<file path="src/rtl/pc_sequencer.sv">
// pc_sequencer: registered fetch PC for the RISC-V IF stage.
// Picks jump target, branch target, held PC or sequential PC+INSTR_BYTES.
// After any redirect it opens a fixed squash window, and it traps
// misaligned targets to TRAP_VEC.
//
// Ports:
//   clk          in   rising-edge clock
//   reset        in   synchronous, active-high
//   Stall        in   hold PC (sequential advance suppressed)
//   Branch       in   resolved taken branch
//   BranchTarget in   branch destination
//   Jump         in   unconditional jump (wins over Branch)
//   JumpTarget   in   jump destination
//   PC           out  current fetch address (registered)
//   PCPlus       out  PC + INSTR_BYTES, wrapping (combinational)
//   PCValid      out  fetch at PC is valid (~Flush)
//   Flush        out  squash this cycle's fetch (registered)
//   Misaligned   out  one-cycle pulse alongside PC=TRAP_VEC (registered)
module pc_sequencer #(
  parameter int unsigned         ADDR_W       = 12,
  parameter int unsigned         INSTR_BYTES  = 4,
  parameter logic [ADDR_W-1:0]   RESET_PC     = '0,
  parameter logic [ADDR_W-1:0]   TRAP_VEC     = ADDR_W'(12'hFF0),
  parameter int unsigned         FLUSH_CYCLES = 2
) (
  input  logic              clk,
  input  logic              reset,
  input  logic              Stall,
  input  logic              Branch,
  input  logic [ADDR_W-1:0] BranchTarget,
  input  logic              Jump,
  input  logic [ADDR_W-1:0] JumpTarget,
  output logic [ADDR_W-1:0] PC,
  output logic [ADDR_W-1:0] PCPlus,
  output logic              PCValid,
  output logic              Flush,
  output logic              Misaligned
);

  localparam int unsigned CNT_W = 3;
  // Low address bits that must be zero; all-zero mask disables the check
  // when INSTR_BYTES is 1.
  localparam logic [ADDR_W-1:0] ALIGN_MASK = ADDR_W'(INSTR_BYTES - 1);

  typedef enum logic [0:0] {
    RUN   = 1'b0,
    FLUSH = 1'b1
  } state_t;

  state_t             state;
  logic [CNT_W-1:0]   fcnt;
  logic [ADDR_W-1:0]  tgt;
  logic               redirect;
  logic               tgt_misaligned;

  // Redirect target selection: Jump has priority over Branch.
  always_comb begin
    tgt            = Jump ? JumpTarget : BranchTarget;
    redirect       = Jump | Branch;
    tgt_misaligned = |(tgt & ALIGN_MASK);
  end

  assign PCPlus  = PC + ADDR_W'(INSTR_BYTES);
  assign PCValid = ~Flush;

  // Sequencer state, PC and registered status outputs.
  always_ff @(posedge clk) begin
    if (reset) begin
      state      <= RUN;
      PC         <= RESET_PC;
      fcnt       <= '0;
      Flush      <= 1'b0;
      Misaligned <= 1'b0;
    end else begin
      Misaligned <= 1'b0;
      case (state)
        RUN: begin
          if (redirect) begin
            if (tgt_misaligned) begin
              PC         <= TRAP_VEC;
              Misaligned <= 1'b1;
            end else begin
              PC <= tgt;
            end
            state <= FLUSH;
            fcnt  <= CNT_W'(FLUSH_CYCLES);
            Flush <= 1'b1;
          end else if (!Stall) begin
            PC <= PCPlus;
          end
        end
        FLUSH: begin
          // PC holds and redirects are dropped; Stall does not stretch the window.
          if (fcnt <= CNT_W'(1)) begin
            state <= RUN;
            fcnt  <= '0;
            Flush <= 1'b0;
          end else begin
            fcnt <= fcnt - CNT_W'(1);
          end
        end
        default: begin
          state <= RUN;
          fcnt  <= '0;
          Flush <= 1'b0;
        end
      endcase
    end
  end

endmodule

</file>
<file path="config.mk">
export PLATFORM = sky130hd
export DESIGN_NAME = pc_sequencer
export DESIGN_NICKNAME = d
export VERILOG_FILES = /design/src/rtl/pc_sequencer.sv
export SDC_FILE = /design/constraint.sdc
export NUM_CORES = 1
export LEC_CHECK = 0
export ABC_CLOCK_PERIOD_IN_PS = 1900
export CAP_MARGIN = 20
export CORE_MARGIN = 5
export CORE_UTILIZATION = 52
export CTS_BUF_LIST = sky130_fd_sc_hd__clkbuf_2 sky130_fd_sc_hd__clkbuf_4 sky130_fd_sc_hd__clkbuf_8
export DETAILED_ROUTE_END_ITERATION = 6
export DONT_BUFFER_PORTS = 1
export PLACE_DENSITY_LB_ADDON = 0.12
export SKIP_LAST_GASP = 1
export SLEW_MARGIN = 20
export SYNTH_ARGS = -nofsm -noshare
export SYNTH_HDL_FRONTEND = slang
export SYNTH_SLANG_ARGS = --single-unit
export TNS_END_PERCENT = 100
</file>
<file path="constraint.sdc">
create_clock -name clk -period 1.9 [get_ports clk]
set_clock_uncertainty 0.15 [all_clocks]
set_input_delay 0.19 -clock clk [delete_from_list [all_inputs] [get_ports clk]]
set_output_delay 0.19 -clock clk [all_outputs]
set_load 0.03 [all_outputs]
</file>
* Word-level counts from Yosys, hierarchy flattened
Cells that the tools add are included.
** Word-level totals
- Bits in registers :: 18
- Input port bits :: 29
- Output and inout bits :: 27
- Word-level logic and storage cells :: 33
** Cells by class
- Add/subtract/negate cells :: 2
- Order comparisons :: 1
- Equality and inequality tests :: 3
- Mux-type cells :: 14
- Bitwise operators :: 4
- Reduce and logical (&&, ||, !) cells :: 4
** Operators with widths (number)
- $mux 12 :: 4
- $add 12x3->12 const B :: 1
- $mux 3 :: 2
- $pmux 3 s2 :: 1
- $mux 1 :: 5
- $ne 2x1->1 const B :: 2
- $pmux 1 s2 :: 2
- $reduce_and 2->1 :: 2
- $le 3x1->1 const B :: 1
- $not 1->1 :: 3
- $reduce_or 3->1 :: 1
- $sub 3x1->3 const B :: 1
- $ne 2x2->1 const B :: 1
- $reduce_or 2->1 :: 1
- $or 1x1->1 :: 1

* Logic depth before layout (Yosys ltp)
Gate-level depths: netlist of run 1.
- Word-level depth :: 4
- Depth in mapped cells :: 6
- Gate-level depth less buffers :: 6

* Least setup slack after synthesis of run 1
OpenSTA, ideal clock, no wires.
- Kind :: reg-to-reg
- Start :: register PC[2]
- End :: register PC[6]
- Library setup time :: 0.070 ns
- Arrival :: 1.927 ns
- Data required time :: 1.680 ns
- Slack :: -0.248 ns
- Stages on the path, launching flop included :: 6
- Buffers on the path :: 0
- Period minus slack after synthesis :: 2.148 ns
- Path through :: dfxtp_1 ha_1 nand3_1 xnor2_1 o221ai_1 a21oi_1
** Between the ends
- Word-level cells in the longest chain between the ends :: 3
** Ends and longest elaborated chain
- start: declaration :: RTL line 33 : output logic [ADDR_W-1:0] PC,
- start signal: assignment :: RTL line 83 : PC <= tgt;
- start signal: assignment :: RTL line 89 : PC <= PCPlus;
- $add 12x3->12 :: RTL line 63 : assign PCPlus = PC + ADDR_W'(INSTR_BYTES);
- named net PCPlus[6] :: RTL line 34 : output logic [ADDR_W-1:0] PCPlus,
- $mux 12 :: RTL line 88 : end else if (!Stall) begin
- $mux 12 :: RTL line 78 : if (redirect) begin
The timed path passes the listed nets, and every way through them passes these cells. The select of a mux whose other input is x is not followed.
A chain may end at the register's enable or synchronous reset.

* Worst setup path after layout of run 1
- Start :: register PC[2]
- End :: output port PCPlus[10]
** Between the ends
- Word-level cells in the longest chain between the ends :: 1
** Ends and longest elaborated chain (RTL line)
- $add 12x3->12 :: 63
- end: declaration :: 34
Every way passes these cells.

==> results.yml, run 1 <==
status:
  result_of_the_run: "complete, no violations"
worst_setup_path:
  worst_setup_path_end_kind: "output pin"
  critPathTopFamily: "flip-flops"
  timing.critical_path.from_type: "register"
  timing.critical_path.fanout_max: 5
  cpMaxStageDelayCell: "dfxtp_2"
  cp_data_arrival_time_ps: 1520
  crit_path_cell_trace: "ha_4 > nand3_1 > nor2_2 > xor2_2 > buf_4"
  slowest_delay_ps: 410
  regToRegSetupSlack_ps: 310
  critical_path.n_buffers_inverters: 1
  critical_path_class: "reg2out"
  required_ps: 1560
grt:
  globalRouteMet1Util_pct: 24.97
  grt_pass1_wl_um: 5444
  grt_max_degree: 18
  use_met2_pct: 35.89
  number_of_global_route_vias_before_repair: 1149
  grt_overflow_total: 0
  grt-busiest-layer: "met2"
  met3_usage_pct: 5.921
  track_usage_pct: 20.47
  antenna_found_initial: 0
detailed_routing:
  final_antenna_net_count: 0
  drt-total-wl_um: 3449
  route.detailed.vias_per_inst: 6.060
  avgRoutedWirePerCell_um: 17.25
  drtPass1Iterations: 4
  drt-initial-drc-count: 32
  detailroute.via_count: 1212
  total_drc_errors_in_the_routed_layout: 0
yosys:
  count_of_mapped_cells_out_of_synthesis: 149
  synth-edff-count: 0
  avgSynthCellArea_um2: 8.187
  syn_area_um2: 1220
  synth_fp_nets: 181
  netlist-cell-type-count: 51
  postSynth.asyncResetShare_pct: 0
  ys.warnings.count: 0
  synth_ff_type: "dfxtp_1"
  postSynthRegisterBits: 18
  synth.yosys.seq_area_share_pct: 29.54
placed_design:
  detailedPlacementHpwl_um: 2494
  gp_congestion: 0.8162
  post_dp_cell_area_um2: 1395
  portBuffers: 0
min_path:
  type_of_the_worst_min_delay_path: "in2reg"
floorplan:
  core_area_um2: 2233
  floorplan.die_area_um2: 3415
  die_width_um: 58.44
  ios: 56
  num_rows: 17
  fp.dieH_um: 58.44
  floorplan.initialDensity_pct: 54.62
clock_tree:
  cts-htree-levels: 1
  clockRootBuffer: "clkbuf_4"
  cts_made_buffers: 3
  insertion_delay_ps: 290
  tritoncts_num_sinks: 18
  clock_path_buffers: 2
  cts_tree: "done"
  clk_pin_slew_ps: 100
power_and_ir_drop:
  power_uw: 1097
  ir_worst_vdd_mv: 0.4600
  cellPowerDensity_nw_per_um2: 716.6
  power_leakage_uw: 0.0006282
cells_and_area:
  finalCoreUtilization_pct: 68.52
  count_of_filler_cells_inserted_in_the_layout: 191
  finish.instance_area_um2: 1530
  syn2layout_area_growth_pct: 25.44
  post_route_cells_drive_above_1_share_pct: 27.91
  nets: 206
  n_antenna_cell: 0
timing:
  fin_crit_ps: 1864
  final-hold-violation-count: 0
  report.final.setup_viol: 0
  slew_viol_final: 0
  fin_crit_sh_pct: 98.09
  grt_setup_unrepaired: "true"
  timing.fmax_ghz: 0.5366
  tns_ps: 0
  worst_slew_margin_rel_pct: 59.37
  tightest_slew_ps: 607.5
flow_run:
  max_cap_violations: 0
## path summary, 6_finish.rpt
path | start | depth (start not counted) | to
min | Jump | 2 | PC[2]
min reg2reg | fcnt[2] | 2 | fcnt[2]
max | PC[2] | 5 | PCPlus[10]
max reg2reg | fcnt[0] | 5 | fcnt[1]
## cells in the mapped netlist, drive strengths merged, types with 2 or more instances
cell | count | share of area, %
and2b | 2 | 1.2
nor2b | 3 | 1.5
a311oi | 2 | 1.4
xor2 | 6 | 4.3
a32o | 2 | 1.6
a221o | 2 | 1.6
o22ai | 4 | 2.1
inv | 9 | 2.8
or2 | 2 | 1.2
xnor2 | 2 | 1.4
a211oi | 6 | 3.7
o21a | 2 | 1.2
nand4 | 2 | 1.0
nor2 | 22 | 7.6
o22a | 2 | 1.4
nand3 | 4 | 2.1
ha | 3 | 3.1
nand2 | 7 | 2.2
a21oi | 10 | 5.0
nand2b | 2 | 1.0
o21ai | 5 | 2.1
mux2i | 2 | 1.6
nor3 | 2 | 1.2
clkbuf | 2 | 0.62
a2bb2oi | 3 | 2.2
a31oi | 2 | 1.0
buf | 7 | 4.5
and2 | 2 | 1.0
dfxtp | 18 | 30
## power by group
group / leakage (µW) / internal [µW] / switching (µW) / total, µW
clock network: 0.0000138 / 73.8 / 117 / 190
registers: 0.000150 / 416 / 51.4 / 467
logic: 0.000464 / 178 / 261 / 439
## cells in the final DEF (no fill, tap or decap), types with 4 or more instances in the layout
| cell | count |
|---|---|
| nand2_1 | 7 |
| dfxtp_2 | 4 |
| dfxtp_1 | 14 |
| o21ai_0 | 4 |
| a21oi_1 | 9 |
| o22ai_1 | 4 |
| dlygate4sd3_1 | 6 |
| a211oi_1 | 6 |
| buf_4 | 22 |
| inv_1 | 8 |
| xor2_2 | 4 |
| nor2_1 | 18 |
## layer usage
metal / wire length (µm) / part of all wire (%) / vias to the layer above
li1: - / - / 581
met1: 1315 / 38 / 569
met2: 1791 / 52 / 54
met3: 286 / 8.3 / 8
met4: 57 / 1.7 / 0
met5: 0 / 0 / -
## flip-flops by register name (all words and copies together) (netlist names)
signal / count
fcnt: 3
state: 1
Flush: 1
Misaligned: 1
PC: 12
## logic make-up after synthesis
| kind of cell | synth area share, % |
|---|---|
| simple gates | 23.59 |
| compound gates | 28.51 |
| buf+inv | 7.897 |
| flops | 29.54 |
| xor+xnor | 5.744 |
| fa+ha+maj | 3.077 |
| mux | 1.641 |
## layout make-up
type / instances / area [µm²] / share of cell area, %
multi-input combinational: 113 / 837.1 / 54.70
sequential: 18 / 365.4 / 23.88
timing repair buffer: 29 / 236.5 / 15.45
tap: 28 / 35.03 / 2.289
inverter: 9 / 33.78 / 2.208
clock buffer: 3 / 22.52 / 1.472
## per-stage QoR
stage / std cells / hold slack [ps] / worst slack, ps
4_1_cts: 200 / 12.83 / 13.81
5_1_grt: 200 / 6.989 / -45.69
3_5_place_dp: 190 / 116.2 / 217.6
3_3_place_gp: 190 / 111.7 / 294.3
6_report: 200 / 11.08 / 36.32
2_1_floorplan: 149 / 267.9 / -31.99
## what timing repair did
item                                    4_1_cts  5_1_grt
pin swaps                                     1        1
hold buffers                                  6        0
buffers inserted                              1        0
gates resized for setup                       5        7
endpoints found under the hold margin        17        0
endpoints found under the setup margin        3        4
Power figures use the tool's default switching activity.
==> run 2: changes to the inputs <==
Settings changed: HOLD_SLACK_MARGIN set to 0.06.
==> run 2 against run 1 <==
Non-clock buffer count increased by 9. Via count increased by 1.4%. Combinational power increased by 4%. Critical path type unchanged. Flip-flop and latch count unchanged. Cell count increased by 4.5%. Highest routed layer unchanged. Largest cell class unchanged. Critical path depth unchanged.
==> results.yml, run 2 (synthesis gave the netlist of run 1 again) <==
power_and_ir_drop:
  power_switching_share_pct: 39.39
  internal_power_uw: 679.7
  power_share_of_the_clock_group_pct: 17.5
  comb_power_share_pct: 40.8
  ir_worst_vdd_mv: 0.5162
  power_leakage_uw: 0.0006752
  power_uw: 1122
  cellPowerDensity_nw_per_um2: 692.7
  p_switching_uw: 441.8
  power.sequential.fraction_pct: 41.7
clock_tree:
  clk_pin_slew_ps: 110
  tritoncts_num_sinks: 18
  cts-htree-levels: 1
  cts_tree: "done"
  clock_path_buffers: 2
  cts_made_buffers: 3
  clockRootBuffer: "clkbuf_4"
  insertion_delay_ps: 300
grt:
  globalRouteMet1Util_pct: 25.87
  track_usage_pct: 21.15
  antenna_found_initial: 0
  grt_pass1_wl_um: 5616
  grt-busiest-layer: "met2"
  use_met2_pct: 37.96
  met3_usage_pct: 5.482
  grt_overflow_total: 0
  grt_max_degree: 17
  number_of_global_route_vias_before_repair: 1181
cells_and_area:
  finish.instance_area_um2: 1619
  post_route_cells_drive_above_1_share_pct: 28.18
  syn2layout_area_growth_pct: 32.72
  largestRegisters: "PC: 12 flops, fcnt: 3 flops"
  top_register: "PC"
  count_of_filler_cells_inserted_in_the_layout: 174
  largest_reg_flops: 12
  mostFrequentLayoutCell: "buf_4"
  nets: 215
  n_antenna_cell: 0
  layout_common_cells: "buf_4, nor2_1, dfxtp_1, dlygate4sd3_1, a21oi_1"
detailed_routing:
  detailroute.via_count: 1229
  total_drc_errors_in_the_routed_layout: 0
  drt-initial-drc-count: 46
  avgRoutedWirePerCell_um: 17.07
  route.detailed.vias_per_inst: 5.880
  final_antenna_net_count: 0
  drtPass1Iterations: 4
  drt-total-wl_um: 3568
status:
  result_of_the_run: "complete, no violations"
placed_design:
  post_dp_cell_area_um2: 1395
  detailedPlacementHpwl_um: 2494
  portBuffers: 0
  gp_congestion: 0.8162
worst_setup_path:
  critical_path.n_buffers_inverters: 1
  critPathTopFamily: "flip-flops"
  cp_data_arrival_time_ps: 1530
  slowest_delay_ps: 410
  cpMaxStageDelayCell: "dfxtp_2"
  crit_path_cell_trace: "ha_4 > nand3_1 > nor2_2 > xor2_2 > buf_4"
  critical_path_class: "reg2out"
  timing.critical_path.fanout_max: 5
  timing.critical_path.from_type: "register"
  worst_setup_path_end_kind: "output pin"
  required_ps: 1560
flow_run:
  max_cap_violations: 0
timing:
  worst_slew_margin_rel_pct: 57.29
  grt_setup_unrepaired: "true"
  final-hold-violation-count: 0
  tns_ps: 0
  fin_crit_sh_pct: 98.20
  timing.fmax_ghz: 0.5360
  slew_viol_final: 0
  report.final.setup_viol: 0
  tightest_slew_ps: 638.6
  fin_crit_ps: 1866
floorplan:
  num_rows: 17
  fp.dieH_um: 58.44
  floorplan.initialDensity_pct: 54.62
  core_area_um2: 2233
  ios: 56
  die_width_um: 58.44
  floorplan.die_area_um2: 3415
min_path:
  type_of_the_worst_min_delay_path: "in2reg"
-- run 2: cell type report --
cell class	instances	area (µm²)	share of cell area (%)
repair buffers	38	319.1	19.71
clock buffers	3	22.52	1.391
well taps	28	35.03	2.164
flip-flops and latches	18	365.4	22.57
multi-input cells	113	843.3	52.09
inverters	9	33.78	2.087
-- run 2: tightest hold or removal path: stages --
cell and delay [ps]:
o22ai_1 90, a32o_1 150, a211oi_1 60
-- run 2: worst paths after layout --
kind	slack, ps	end	from	depth (start not counted)
setup / recovery	30	PCPlus[10]	PC[2]	5
hold / removal	80	PC[10]	BranchTarget[10]	3
setup reg to reg	300	fcnt[1]	fcnt[0]	5
hold reg to reg	370	fcnt[2]	fcnt[2]	2
-- run 2: per-layer routing --
metal / vias up / share of wire, % / routed length (µm)
li1: 596 / - / -
met1: 584 / 41 / 1472
met2: 43 / 51 / 1802
met3: 6 / 6.8 / 243
met4: 0 / 1.4 / 49
met5: - / 0 / 0
-- run 2: through the flow --
| stage | hold slack, ps | utilization, % | worst slack (ps) | cells |
|---|---|---|---|---|
| floorplan | 267.9 | - | -31.99 | 149 |
| global placement | 111.7 | 62.47 | 294.3 | 190 |
| detailed placement | 116.2 | 62.47 | 217.6 | 190 |
| CTS | 64.29 | 69.86 | 13.81 | 206 |
| global route | 132.0 | 72.49 | -45.69 | 209 |
| finish | 82.61 | 72.49 | 34.28 | 209 |
-- run 2: what timing repair did --
| action | in CTS | in global routing |
|---|---|---|
| endpoints found under the hold margin | 18 | 0 |
| buffers inserted | 1 | 3 |
| hold buffers | 12 | 0 |
| resized for setup | 5 | 8 |
| pin swaps | 1 | 3 |
| setup endpoints to repair | 3 | 6 |
-- run 2: power groups by stage --
stage | combinational, µW | clock, µW | sequential (µW)
4_1_cts | 445 | 195 | 461
2_1_floorplan | 250 | 0 | 523
3_3_place_gp | 407 | 0 | 467
3_5_place_dp | 414 | 0 | 469
6_report | 457 | 196 | 468
5_1_grt | 495 | 216 | 475
==> run 3: changes to the inputs <==
Settings changed: CORE_MARGIN 5 to 2.
==> run 3 against run 2 <==
The flow now finishes with violations (setup timing). Core utilization up 2.4 points. Sequential share of layout area decreased by 0.058 points. Register-to-register slack worse by 40 ps. Flip-flop and latch count unchanged. Combinational power up 4%. Die area shrank 19%. Clock power rose by 27%. Power is 6.5% higher. Global-route usage up 5.7 points. Worst hold slack got worse by 15 ps. Routed wire length grew 4.7%. Highest routed layer unchanged.
==> results.yml, run 3 (synthesis gave the netlist of run 1 again) <==
status:
  result_of_the_run: "finished with violations"
  violations: "setup timing"
power_and_ir_drop:
  cellPowerDensity_nw_per_um2: 721.2
  p_switching_uw: 465.1
  power_uw: 1195
  power.sequential.fraction_pct: 39.4
  power_share_of_the_clock_group_pct: 20.8
  ir_worst_vdd_mv: 0.6262
  internal_power_uw: 729.6
  power_leakage_uw: 0.0006920
  comb_power_share_pct: 39.8
  power_switching_share_pct: 38.93
clock_tree:
  cts_made_buffers: 3
  cts_tree: "done"
  clockRootBuffer: "clkbuf_4"
  clk_pin_slew_ps: 110
  insertion_delay_ps: 300
  cts-htree-levels: 1
  tritoncts_num_sinks: 18
  clock_path_buffers: 2
worst_setup_path:
  timing.critical_path.fanout_max: 4
  critical_path_class: "in2reg"
  cp_data_arrival_time_ps: 1970
  critPathLaunch: "JumpTarget[0]"
  worst_setup_path_end_kind: "register"
  regToRegSetupSlack_ps: 260
  timing.critical_path.from_type: "input port"
  required_ps: 1960
  regToRegEndpoint: "Flush"
  worst_r2r_path_depth: 5
  startpoint_of_the_most_critical_register_to_register_path: "fcnt[1]"
placed_design:
  detailedPlacementHpwl_um: 2364
  portBuffers: 0
  placement.setup.worst_slack_ps: 189.4
  post_dp_cell_area_um2: 1395
  gp_congestion: 0.8224
cells_and_area:
  largestRegisters: "PC: 12 flops, fcnt: 3 flops"
  layout_common_cells: "buf_4, nor2_1, dfxtp_1, dlygate4sd3_1, a21oi_1"
  syn2layout_area_growth_pct: 35.79
  n_antenna_cell: 0
  finalCoreUtilization_pct: 74.89
  nets: 215
  top_register: "PC"
  post_route_cells_drive_above_1_share_pct: 30.77
  largest_reg_flops: 12
  finish.instance_area_um2: 1657
  mostFrequentLayoutCell: "buf_4"
min_path:
  worst_hold_path.endpoint: "PC[5]"
  hold_start: "BranchTarget[5]"
  type_of_the_worst_min_delay_path: "in2reg"
  worstHoldPathCells: 3
timing:
  worst_slew_margin_rel_pct: 55.39
  fin_crit_sh_pct: 100.2
  fin_crit_ps: 1904
  grt_setup_unrepaired: "true"
  slew_viol_final: 0
  timing.fmax_ghz: 0.5251
  fin_ws_ps: -4.489
  final-hold-violation-count: 0
  tightest_slew_ps: 669.2
  report.final.setup_viol: 1
floorplan:
  floorplan.die_area_um2: 2749
  floorplan.initialDensity_pct: 55.15
  num_rows: 17
  ios: 56
  fp.dieH_um: 52.44
  core_area_um2: 2212
  die_width_um: 52.44
grt:
  grt_overflow_total: 0
  grt_max_degree: 17
  track_usage_pct: 26.81
  antenna_found_initial: 0
  grt_pass1_wl_um: 5402
  number_of_global_route_vias_before_repair: 1175
detailed_routing:
  detailroute.via_count: 1304
  final_antenna_net_count: 0
  route.detailed.vias_per_inst: 6.210
  drtPass1Iterations: 4
  drt-total-wl_um: 3736
  total_drc_errors_in_the_routed_layout: 0
  drt-initial-drc-count: 38
  avgRoutedWirePerCell_um: 17.79
flow_run:
  max_cap_violations: 0
==> run 3: cell types whose count changed in the layout (fill, tap and decap cells not counted), sizes merged <==
cell,before,now
dlygate4sd3,12,10
dlymetal6s4s,0,1
clkbuf,3,4
buf,26,27
==> run 3: how the worst max path moves through the flow <==
stage	endpoint	slack (ps)	depth (start not counted)
floorplan	PC[6]	-30	5
global placement	PC[8]	300	5
detailed placement	PC[8]	190	5
CTS	PCPlus[8]	20	5
global route	PC[3]	-30	5
finish	PC[3]	-4	5
==> run 3: routing by layer <==
layer	track usage (%)	vias up	routed length, µm
met5	0	-	0
met4	7.692	0	102
met3	3.429	15	236
met2	48.13	62	1907
met1	33.04	624	1490
li1	-	603	-
==> run 3: power groups by stage <==
stage / Sequential, µW / Clock [µW] / Combinational [µW]
floorplan: 523 / 0 / 250
global placement: 466 / 0 / 404
detailed placement: 468 / 0 / 410
CTS: 464 / 247 / 444
global route: 476 / 262 / 507
finish: 471 / 248 / 476
==> run 3: repair_timing <==
item / CTS / global route
pin swaps: 1 / 3
buffers inserted: 2 / 3
setup endpoints to repair: 4 / 8
hold buffers: 12 / 0
gates resized for setup: 9 / 12
hold endpoints to repair: 18 / 0
==> run 3: critical path, cell delays in order <==
cell and delay [ps]:
dlygate4sd3_1 570, nor3b_4 260, dlygate4sd3_1 590, a2bb2oi_1 90
a211oi_2 260
==> run 3: area by class of cell <==
cell class	count	area, µm²
clock buffer	4	36.28
fill	165	555.5
inverter	9	33.78
multi-input combinational	113	855.8
sequential	18	372.9
tap	28	35.03
timing repair buffer	38	322.8
==> run 3: metrics by stage <==
step | hold WS, ps | std cells | TNS [ps]
after CTS | 61.28 | 208 | 0
after global placement | 110.8 | 190 | 0
after global routing | 84.06 | 210 | -62.45
final | 67.14 | 210 | -4.489
after floorplan | 267.9 | 149 | -31.99
after detailed placement | 112.3 | 190 | 0
